[config.mk]
export PLATFORM = sky130hd
export DESIGN_NAME = clock_frame_rx
export DESIGN_NICKNAME = d
export VERILOG_FILES = /design/src/rtl/clock_pkg.sv /design/src/rtl/clock_frame_rx_sync_edge.sv /design/src/rtl/clock_frame_rx.sv
export SDC_FILE = /design/constraint.sdc
export NUM_CORES = 1
export LEC_CHECK = 0
export ABC_AREA = 0
export ABC_CLOCK_PERIOD_IN_PS = 14400
export CAP_MARGIN = 25
export CORE_MARGIN = 4
export CORE_UTILIZATION = 42
export DETAILED_ROUTE_END_ITERATION = 16
export GPL_TIMING_DRIVEN = 0
export HOLD_SLACK_MARGIN = 0.06
export PLACE_DENSITY_LB_ADDON = 0.1
export SKIP_LAST_GASP = 1
export SYNTH_ARGS = -nofsm -noshare
export SYNTH_HDL_FRONTEND = slang
export SYNTH_SLANG_ARGS = --single-unit
[constraint.sdc]
create_clock -name clk -period 14.4 [get_ports clk]
set_input_delay 4.32 -clock clk [delete_from_list [all_inputs] [get_ports clk]]
set_output_delay 4.32 -clock clk [all_outputs]
set_load 0.05 [all_outputs]
[src/rtl/clock_pkg.sv]
// Shared sizes, FSM state type and frame helpers for the SPI clock-frame receiver.
package clock_pkg;

    localparam int unsigned N_POS      = 12;
    localparam int unsigned FRAME_BITS = 96;
    localparam int unsigned BYTE_BITS  = 8;
    localparam int unsigned NIB_BITS   = 4;
    localparam int unsigned DIGIT_BITS = N_POS * NIB_BITS;
    localparam int unsigned CNT_BITS   = 7;

    localparam logic [CNT_BITS-1:0] CNT_FULL = CNT_BITS'(FRAME_BITS);
    localparam logic [CNT_BITS-1:0] CNT_SAT  = CNT_BITS'(FRAME_BITS + 1);

    typedef enum logic [1:0] {
        IDLE  = 2'd0,
        RECV  = 2'd1,
        CHECK = 2'd2
    } state_e;

    // Identity clock: position k+1 shows k+1, position 12 in the MSBs.
    localparam logic [DIGIT_BITS-1:0] RESET_DIGITS = 48'hCBA9_8765_4321;

    // Byte k (position k+1) was shifted in first, so it sits at the top of the register.
    function automatic logic [BYTE_BITS-1:0] frame_byte(input logic [FRAME_BITS-1:0] sr,
                                                        input int unsigned k);
        return sr[FRAME_BITS - 1 - k * BYTE_BITS -: BYTE_BITS];
    endfunction

    // True when every byte is 0000_dddd, dddd in 1..12, and no value repeats.
    function automatic logic frame_legal(input logic [FRAME_BITS-1:0] sr);
        logic [N_POS-1:0]     seen;
        logic                 ok;
        logic [BYTE_BITS-1:0] b;
        logic [NIB_BITS-1:0]  v;
        seen = '0;
        ok   = 1'b1;
        for (int unsigned k = 0; k < N_POS; k++) begin
            b = frame_byte(sr, k);
            v = b[NIB_BITS-1:0];
            if (b[BYTE_BITS-1:NIB_BITS] != 4'd0) begin
                ok = 1'b0;
            end
            if ((v == 4'd0) || (v > 4'd12)) begin
                ok = 1'b0;
            end else begin
                seen[4'(v - 4'd1)] = 1'b1;
            end
        end
        return ok && (seen == 12'hFFF);
    endfunction

    // Packs the lower nibble of each byte into the digit bus, position 1 in the LSBs.
    function automatic logic [DIGIT_BITS-1:0] frame_digits(input logic [FRAME_BITS-1:0] sr);
        logic [DIGIT_BITS-1:0] d;
        logic [BYTE_BITS-1:0]  b;
        d = '0;
        for (int unsigned k = 0; k < N_POS; k++) begin
            b = frame_byte(sr, k);
            d[k * NIB_BITS +: NIB_BITS] = b[NIB_BITS-1:0];
        end
        return d;
    endfunction

endpackage

[src/rtl/clock_frame_rx_sync_edge.sv]
// Two-flop synchroniser with registered rise/fall detect; reset level chosen per pin.
module sync_edge (
    input  logic clk,
    input  logic reset,
    input  logic rst_val,
    input  logic d,
    output logic sync,
    output logic rise,
    output logic fall
);

    logic s1_q;
    logic s2_q;
    logic prev_q;
    logic rise_q;
    logic fall_q;

    // Synchronise the pin, keep the previous synchronised value and flag its edges.
    always_ff @(posedge clk or posedge reset) begin
        if (reset) begin
            s1_q   <= rst_val;
            s2_q   <= rst_val;
            prev_q <= rst_val;
            rise_q <= 1'b0;
            fall_q <= 1'b0;
        end else begin
            s1_q   <= d;
            s2_q   <= s1_q;
            prev_q <= s2_q;
            rise_q <= s2_q & ~prev_q;
            fall_q <= ~s2_q & prev_q;
        end
    end

    assign sync = s2_q;
    assign rise = rise_q;
    assign fall = fall_q;

endmodule

[src/rtl/clock_frame_rx.sv]
// SPI frame receiver: assembles twelve position bytes and commits only legal permutations.
module clock_frame_rx
    import clock_pkg::*;
(
    input  logic                  clk,
    input  logic                  reset,
    input  logic                  sck,
    input  logic                  sdi,
    input  logic                  cs_n,
    output logic [DIGIT_BITS-1:0] digits,
    output logic                  frame_valid,
    output logic                  frame_err,
    output logic                  busy
);

    logic sck_sync, sck_rise, sck_fall;
    logic sdi_sync, sdi_rise, sdi_fall;
    logic cs_sync,  cs_rise,  cs_fall;

    sync_edge u_sync_sck (
        .clk     (clk),
        .reset   (reset),
        .rst_val (1'b0),
        .d       (sck),
        .sync    (sck_sync),
        .rise    (sck_rise),
        .fall    (sck_fall)
    );

    sync_edge u_sync_sdi (
        .clk     (clk),
        .reset   (reset),
        .rst_val (1'b0),
        .d       (sdi),
        .sync    (sdi_sync),
        .rise    (sdi_rise),
        .fall    (sdi_fall)
    );

    sync_edge u_sync_cs (
        .clk     (clk),
        .reset   (reset),
        .rst_val (1'b1),
        .d       (cs_n),
        .sync    (cs_sync),
        .rise    (cs_rise),
        .fall    (cs_fall)
    );

    // Only the edges of sck/cs_n and the level of sdi matter here.
    logic unused_sync;
    assign unused_sync = &{1'b0, sck_sync, sck_fall, sdi_rise, sdi_fall, cs_sync};

    state_e                state_q;
    logic [FRAME_BITS-1:0] sr_q,  sr_d;
    logic [CNT_BITS-1:0]   cnt_q, cnt_d;
    logic                  ovr_q;
    logic [DIGIT_BITS-1:0] digits_q;
    logic                  valid_q;
    logic                  err_q;
    logic                  busy_q;
    logic                  frame_pass_c;

    // Next shift-register/counter values for a received bit, and the frame verdict.
    always_comb begin
        sr_d         = {sr_q[FRAME_BITS-2:0], sdi_sync};
        cnt_d        = (cnt_q == CNT_SAT) ? cnt_q : cnt_q + CNT_BITS'(1);
        frame_pass_c = (cnt_q == CNT_FULL) && !ovr_q && frame_legal(sr_q);
    end

    // Receive FSM with registered digit bus and status pulses.
    always_ff @(posedge clk or posedge reset) begin
        if (reset) begin
            state_q  <= IDLE;
            sr_q     <= '0;
            cnt_q    <= '0;
            ovr_q    <= 1'b0;
            digits_q <= RESET_DIGITS;
            valid_q  <= 1'b0;
            err_q    <= 1'b0;
            busy_q   <= 1'b0;
        end else begin
            valid_q <= 1'b0;
            err_q   <= 1'b0;
            case (state_q)
                IDLE: begin
                    if (cs_fall) begin
                        state_q <= RECV;
                        sr_q    <= '0;
                        cnt_q   <= '0;
                        ovr_q   <= 1'b0;
                        busy_q  <= 1'b1;
                    end
                end
                RECV: begin
                    if (sck_rise) begin
                        sr_q  <= sr_d;
                        cnt_q <= cnt_d;
                        if (cnt_q == CNT_FULL) begin
                            ovr_q <= 1'b1;
                        end
                    end
                    if (cs_rise) begin
                        // An empty select (no bit at all, counting a coincident one) is dropped silently.
                        if ((cnt_q == '0) && !sck_rise) begin
                            state_q <= IDLE;
                            busy_q  <= 1'b0;
                        end else begin
                            state_q <= CHECK;
                        end
                    end
                end
                CHECK: begin
                    state_q <= IDLE;
                    busy_q  <= 1'b0;
                    if (frame_pass_c) begin
                        digits_q <= frame_digits(sr_q);
                        valid_q  <= 1'b1;
                    end else begin
                        err_q <= 1'b1;
                    end
                end
                default: begin
                    state_q <= IDLE;
                    busy_q  <= 1'b0;
                end
            endcase
        end
    end

    assign digits      = digits_q;
    assign frame_valid = valid_q;
    assign frame_err   = err_q;
    assign busy        = busy_q;

endmodule

==> flow_metrics.tcl <==
set metrics [dict create \
    power.leakage_uw 0.004233 \
    yosysWarningCount 0 \
    port_buffers 55 \
    die_x_um 149.8 \
    viasPerCell 6.217 \
    pre_cts_slack_ns 8.712 \
    synth_seq_cells 168 \
    switching_power_uw 323.2 \
    fin_cells 1053 \
    hold_viol 0 \
    core_area_sq_um 19590 \
    cp-start-kind "register" \
    clockPowerShare_pct 42.6 \
    dp.cells 1021 \
    cts_hold_buf 0 \
    cts_made_buffers 17 \
    drive_above_1_share_pct 18.27 \
    syn2layout_area_growth_pct 17.93 \
    cp.required_ns 10.08 \
    crit_type "reg2out" \
    synth_top_family_by_area "simple AND/OR/NAND/NOR gates" \
    cts_tree "yes" \
    synth_compound_area_share_pct 12.54 \
    gp_routability_congestion 0.9584 \
    p_int_uw 770.1 \
    critPathMaxFanout 2 \
    grt_start_max_net_pins 104 \
    cp_cell_sequence "clkdlybuf4s50_1" \
    overflow 0 \
    period_needed_ns 6.099 \
    first_global_vias 6220 \
    die_h_um 149.8 \
    fmax_mhz 164.0 \
    cts_max_path_buffers 2 \
    drt_pass1_iterations 5 \
    num_io_pins 56 \
    cts.clk_slew.worst_paths_ns 0.07 \
    clkSinkCount 168 \
    avgSynthCellArea_sq_um 12.06 \
    worstPathBufferInverterCount 1 \
    cts_max_level 4 \
    r2r_cells 10 \
    synth_ff_type "dfrtp_1" \
    synth-seq-area-share_pct 50.17 \
    combPwrFrac_pct 11.9 \
    wirelength_mm 26.14 \
    arrival_ns 1.78 \
    status "completed" \
    slew_headroom_pct 42.84 \
    drc 0 \
    hp-start "u_sync_sck.s1_q$_DFF_PP0_" \
    cts_root_buf "clkbuf_16" \
    synth-async-reset-ratio_pct 100.0 \
    rsz0062_at_grt "no" \
    layout_common_cells "dfrtp_1, a22o_1, nor4bb_1" \
    cts_setup_buffers 0 \
    ir_drop_uv 82.62 \
    period_share_pct 42.35 \
    syn-num-nets 708 \
    vias 6547 \
    cts_resized 0 \
    hold_path_end "u_sync_sck.sync$_DFF_PP0_" \
    syn_area_sq_um 8442 \
    rows 51 \
    slowest_delay_ns 0.81 \
    syn_inst 700 \
    drt_first_iter_violations 599 \
    synth-edff-count 0 \
    setup_viol 0 \
    ant_nets 0 \
    post_drt_wl_per_cell_um 24.83 \
    seqPwrFrac_pct 45.5 \
    final_common_cell "dfrtp_1" \
    grt_pass1_wl_mm 39.68 \
    cp_slowest_cell "clkdlybuf4s50_1" \
    synth_xor_area_share_pct 0.5187 \
    fin_util_pct 50.82 \
    reg2reg_from "sr_q[67]$_DFFE_PP0P_" \
    nets 783 \
    rrSetupSlack_ns 10.87 \
    tns_ns 0 \
    p_per_area_nw_per_um2 109.8 \
    synthAdderAreaFrac_pct 0.4446 \
    worst_pin_slew_ns 0.8455 \
    hp-class "reg2reg" \
    switching_share_pct 29.56 \
    drv_cap 0 \
    start_util_pct 43.09 \
    cp-end-kind "primary output" \
    antenna_found_initial 0 \
    grt_usage_pct 23.83 \
    r2r-end "digits[2]$_DFFE_PP0P_" \
    dieArea_sq_um 22430 \
    hpwl_mm 19.21 \
    diodes 0 \
    synth_cell_type_count 44 \
    synth-simple-area-share_pct 23.82 \
    skew_ns 0.01122 \
    clkLatencyLatePin_ns 0.44 \
    path_delay_family "buffers and inverters" \
    final-max-slew-violation-count 0 \
    synthMuxAreaShare_pct 7.989 \
    setup_ws_ns 8.301 \
    whs_ns 0.3561 \
    hold_path_depth 0 \
]
## power by group through the flow
stage	Combinational, uW	Sequential [uW]	Clock [uW]
2_1_floorplan	81.6	508	0
5_1_grt	144	500	497
6_report	131	497	465
4_1_cts	131	497	471
3_3_place_gp	126	505	0
3_5_place_dp	131	506	0
## final cells by class
type                       instances  area (sq um)
clock inverter                    14         157.7
inverter                           5         26.28
fill                            1749          9634
multi-input combinational        453          3825
clock buffer                      18         439.2
buffer                            74         362.8
tap                              265         331.6
timing repair buffer              56         578.1
sequential                       168          4235
## worst reg2reg max path, stage by stage (launching register included)
cell and delay [ns]:
dfrtp_1 0.44, clkbuf_1 0.26, nor4b_1 0.76, nor4_1 0.18, nand3_1 0.14, nand4_1 0.13, nor4_2 0.41, nand4b_1 0.29
buf_4 0.30, buf_6 0.21, mux2_4 0.30
## kinds of logic after synthesis
kind of cell,Yosys count
AOI/OAI and AO/OA,127
xor gates and xnor gates,5
adders and majority gates,3
buffers and inverters,79
DFF,168
muxes,50
and+or+nand+nor,268
## routing by layer
layer | vias to the layer above | GRT usage (%) | wire length (um)
li1 | 2945 | - | -
met1 | 3327 | 34.19 | 11960
met4 | 0 | 6.862 | 543
met2 | 241 | 37.51 | 12180
met3 | 34 | 3.907 | 1459
met5 | - | 0 | 0
## state kept, by name (all words and copies together) (netlist names), 2 cells and up
signal and cells:
cnt_q 7, state_q 2, sr_q 96, digits 48
## synthesized netlist by cell type, drive strengths merged, types with 2 or more instances
| cell | count | area share (%) |
|---|---|---|
| a2111oi | 3 | 0.31 |
| a21oi | 3 | 0.18 |
| a22o | 96 | 10 |
| a31oi | 6 | 0.44 |
| and2 | 5 | 0.37 |
| buf | 37 | 2.7 |
| clkbuf | 37 | 1.6 |
| dfrtp | 143 | 42 |
| dfstp | 25 | 7.8 |
| ha | 3 | 0.44 |
| inv | 5 | 0.22 |
| mux2 | 49 | 7.9 |
| nand2 | 12 | 0.53 |
| nand2b | 3 | 0.22 |
| nand3 | 15 | 0.89 |
| nand4 | 15 | 1.1 |
| nand4b | 25 | 2.6 |
| nor2 | 22 | 1.0 |
| nor2b | 7 | 0.52 |
| nor3 | 3 | 0.18 |
| nor4 | 38 | 2.9 |
| nor4b | 48 | 5.0 |
| nor4bb | 61 | 7.2 |
| o211ai | 9 | 0.80 |
| o21ai | 5 | 0.30 |
| or3 | 2 | 0.15 |
| or4 | 9 | 0.80 |
| xnor2 | 2 | 0.21 |
| xor2 | 3 | 0.31 |
## worst max path at each step
stage / start / endpoint / cells past startpoint
floorplan: reset / busy$_DFFE_PP0P_ / 1
global placement: reset / sr_q[65]$_DFFE_PP0P_ / 2
detailed placement: reset / digits[9]$_DFFE_PP1P_ / 3
CTS: digits[31]$_DFFE_PP1P_ / digits[31] / 1
global route: digits[31]$_DFFE_PP1P_ / digits[31] / 1
finish: digits[31]$_DFFE_PP1P_ / digits[31] / 1
## per-stage QoR
step | power, uW | area, sq um
floorplan | 589.9 | 8442
global placement | 631.0 | 9324
detailed placement | 636.5 | 9359
CTS | 1099 | 9956
global route | 1141 | 9956
finish | 1093 | 9956
(Power assumes the default switching activity.)
==> RTL change, RTL diff (same flow settings) <==
Change the package constant `CNT_BITS` from 7 to 14.
--- a/src/rtl/clock_pkg.sv
+++ b/src/rtl/clock_pkg.sv
@@ -6,7 +6,7 @@
     localparam int unsigned BYTE_BITS  = 8;
     localparam int unsigned NIB_BITS   = 4;
     localparam int unsigned DIGIT_BITS = N_POS * NIB_BITS;
-    localparam int unsigned CNT_BITS   = 7;
+    localparam int unsigned CNT_BITS   = 14;
 
     localparam logic [CNT_BITS-1:0] CNT_FULL = CNT_BITS'(FRAME_BITS);
     localparam logic [CNT_BITS-1:0] CNT_SAT  = CNT_BITS'(FRAME_BITS + 1);
Formal check against the unedited RTL: no difference found for any inputs over 10 cycles, from zero or initial values and one cycle with reset high; that may be too few to reach the edited logic, so the function may still have changed.
==> RTL change against the unedited design <==
Die area rose by 9.8%; total power rose by 10%; area after synthesis rose by 10%; count of clock-buffer cells in the layout rose by 4; clock power rose by 6.2%; combinational power rose by 49%; sequential cell count rose by 7; fmax barely moved; first-iteration DRC count rose by 22%; setup slack improved by 0.0015 ns; routed wire length rose by 7.8%; non-clock buffer count rose by 12; design area rose by 9.3%.
==> RTL change: results (changes against the unedited design) <==
Layout
  • Cell Count, Final, Fillers Out: 1339 (was 1053)
  • Nets: 1054 (was 783)
  • Area of the multi-input gates: 4524 um2 (was 3825 um2)
  • Layout clock area frac: 0.05727 (was 0.05995)
  • Sequential share of cell area: 0.4054 (was 0.4254)
  • Syn-to-layout area delta: 16.72% (was 17.93%)

Placement
  • GPL Wtd Cong: 0.9574 (was 0.9584)
  • Placed cell area: 10260 um2 (was 9359 um2)

Global route
  • First-pass GRT wire length: 44510 um (was 39680 um)
  • Largest net degree at the start of global routing: 107 (was 104)
  • Vias in the first global route: 7588 (was 6220)

Pwr
  • Leak: 0.004281 uW (was 0.004233 uW)
  • Clock share of power: 0.409 (was 0.426)

Drt
  • Wire per inst: 21.05 um (was 24.83 um)
  • Post-DR vias/cell: 5.941 (was 6.217)
  • Detailed Route Iter0 Violations: 732 (was 599)

Critical path
  • Crit path to: digits[24] (was digits[31])
  • Worst reg2reg path endpoint: digits[17]$_DFFE_PP0P_ (was digits[2]$_DFFE_PP0P_)
  • Reg2Reg Setup Slack: 11.39 ns (was 10.87 ns)

Synth
  • Synth cell count leaders: 208 x nand2_1, 150 x dfrtp_1, 102 x o21ai_0 (was 143 x dfrtp_1, 96 x a22o_1, 61 x nor4bb_1)
  • Post-Syn Instances: 971 (was 700)
  • Synth unique cells: 43 (was 44)
  • Area contributors post-synth: dfrtp_1 40%, nand2_1 8.4%, dfstp_2 7.0% (was dfrtp_1 42%, a22o_1 10%, dfstp_2 7.8%)

Run status
  • Outcome: finished, final reports clean (unchanged)

STA
  • Rel. slew slack: 0.4132 (was 0.4284)
RTL change: changes by cell type after synthesis, sizes merged, moves of 6 or more:
cell	before	now
nor3	3	12
clkbuf	37	82
nand4	15	22
a22o	96	0
o21ai	5	102
nor4	38	48
buf	37	4
nand2	12	208
a21oi	3	9
nor2	22	36
dfrtp	143	150
RTL change: metal layers:
metal  wire [um]  GRT usage  up-vias
li1            -          -     3698
met1       12920     0.3300     3925
met2       12600     0.3581      265
met3        1442    0.03519       67
met4        1237     0.1021        0
met5           0          0        -
RTL change: cell families (layout without fill, tap and decap cells):
| group | Yosys count | in the layout | synth area share |
|---|---|---|---|
| and+or+nand+nor | 501 | 501 | 0.3157 |
| DFF | 175 | 175 | 0.4732 |
| AOI/OAI and AO/OA | 138 | 138 | 0.08094 |
| buffers and inverters | 95 | 183 | 0.04148 |
| muxes | 49 | 49 | 0.07530 |
| xor gates and xnor gates | 10 | 10 | 0.009397 |
| adders and majority gates | 3 | 3 | 0.004027 |
RTL change: worst min path at each step:
stage / startpoint / to / slack, ns
after floorplan: u_sync_sck.s1_q$_DFF_PP0_ / u_sync_sck.sync$_DFF_PP0_ / 0.33
after global placement: u_sync_sdi.s1_q$_DFF_PP0_ / u_sync_sdi.sync$_DFF_PP0_ / 0.33
after detailed placement: u_sync_sdi.s1_q$_DFF_PP0_ / u_sync_sdi.sync$_DFF_PP0_ / 0.33
after CTS: u_sync_sdi.s1_q$_DFF_PP0_ / u_sync_sdi.sync$_DFF_PP0_ / 0.35
after global routing: u_sync_sck.s1_q$_DFF_PP0_ / u_sync_sck.sync$_DFF_PP0_ / 0.36
final: u_sync_sdi.s1_q$_DFF_PP0_ / u_sync_sdi.sync$_DFF_PP0_ / 0.35
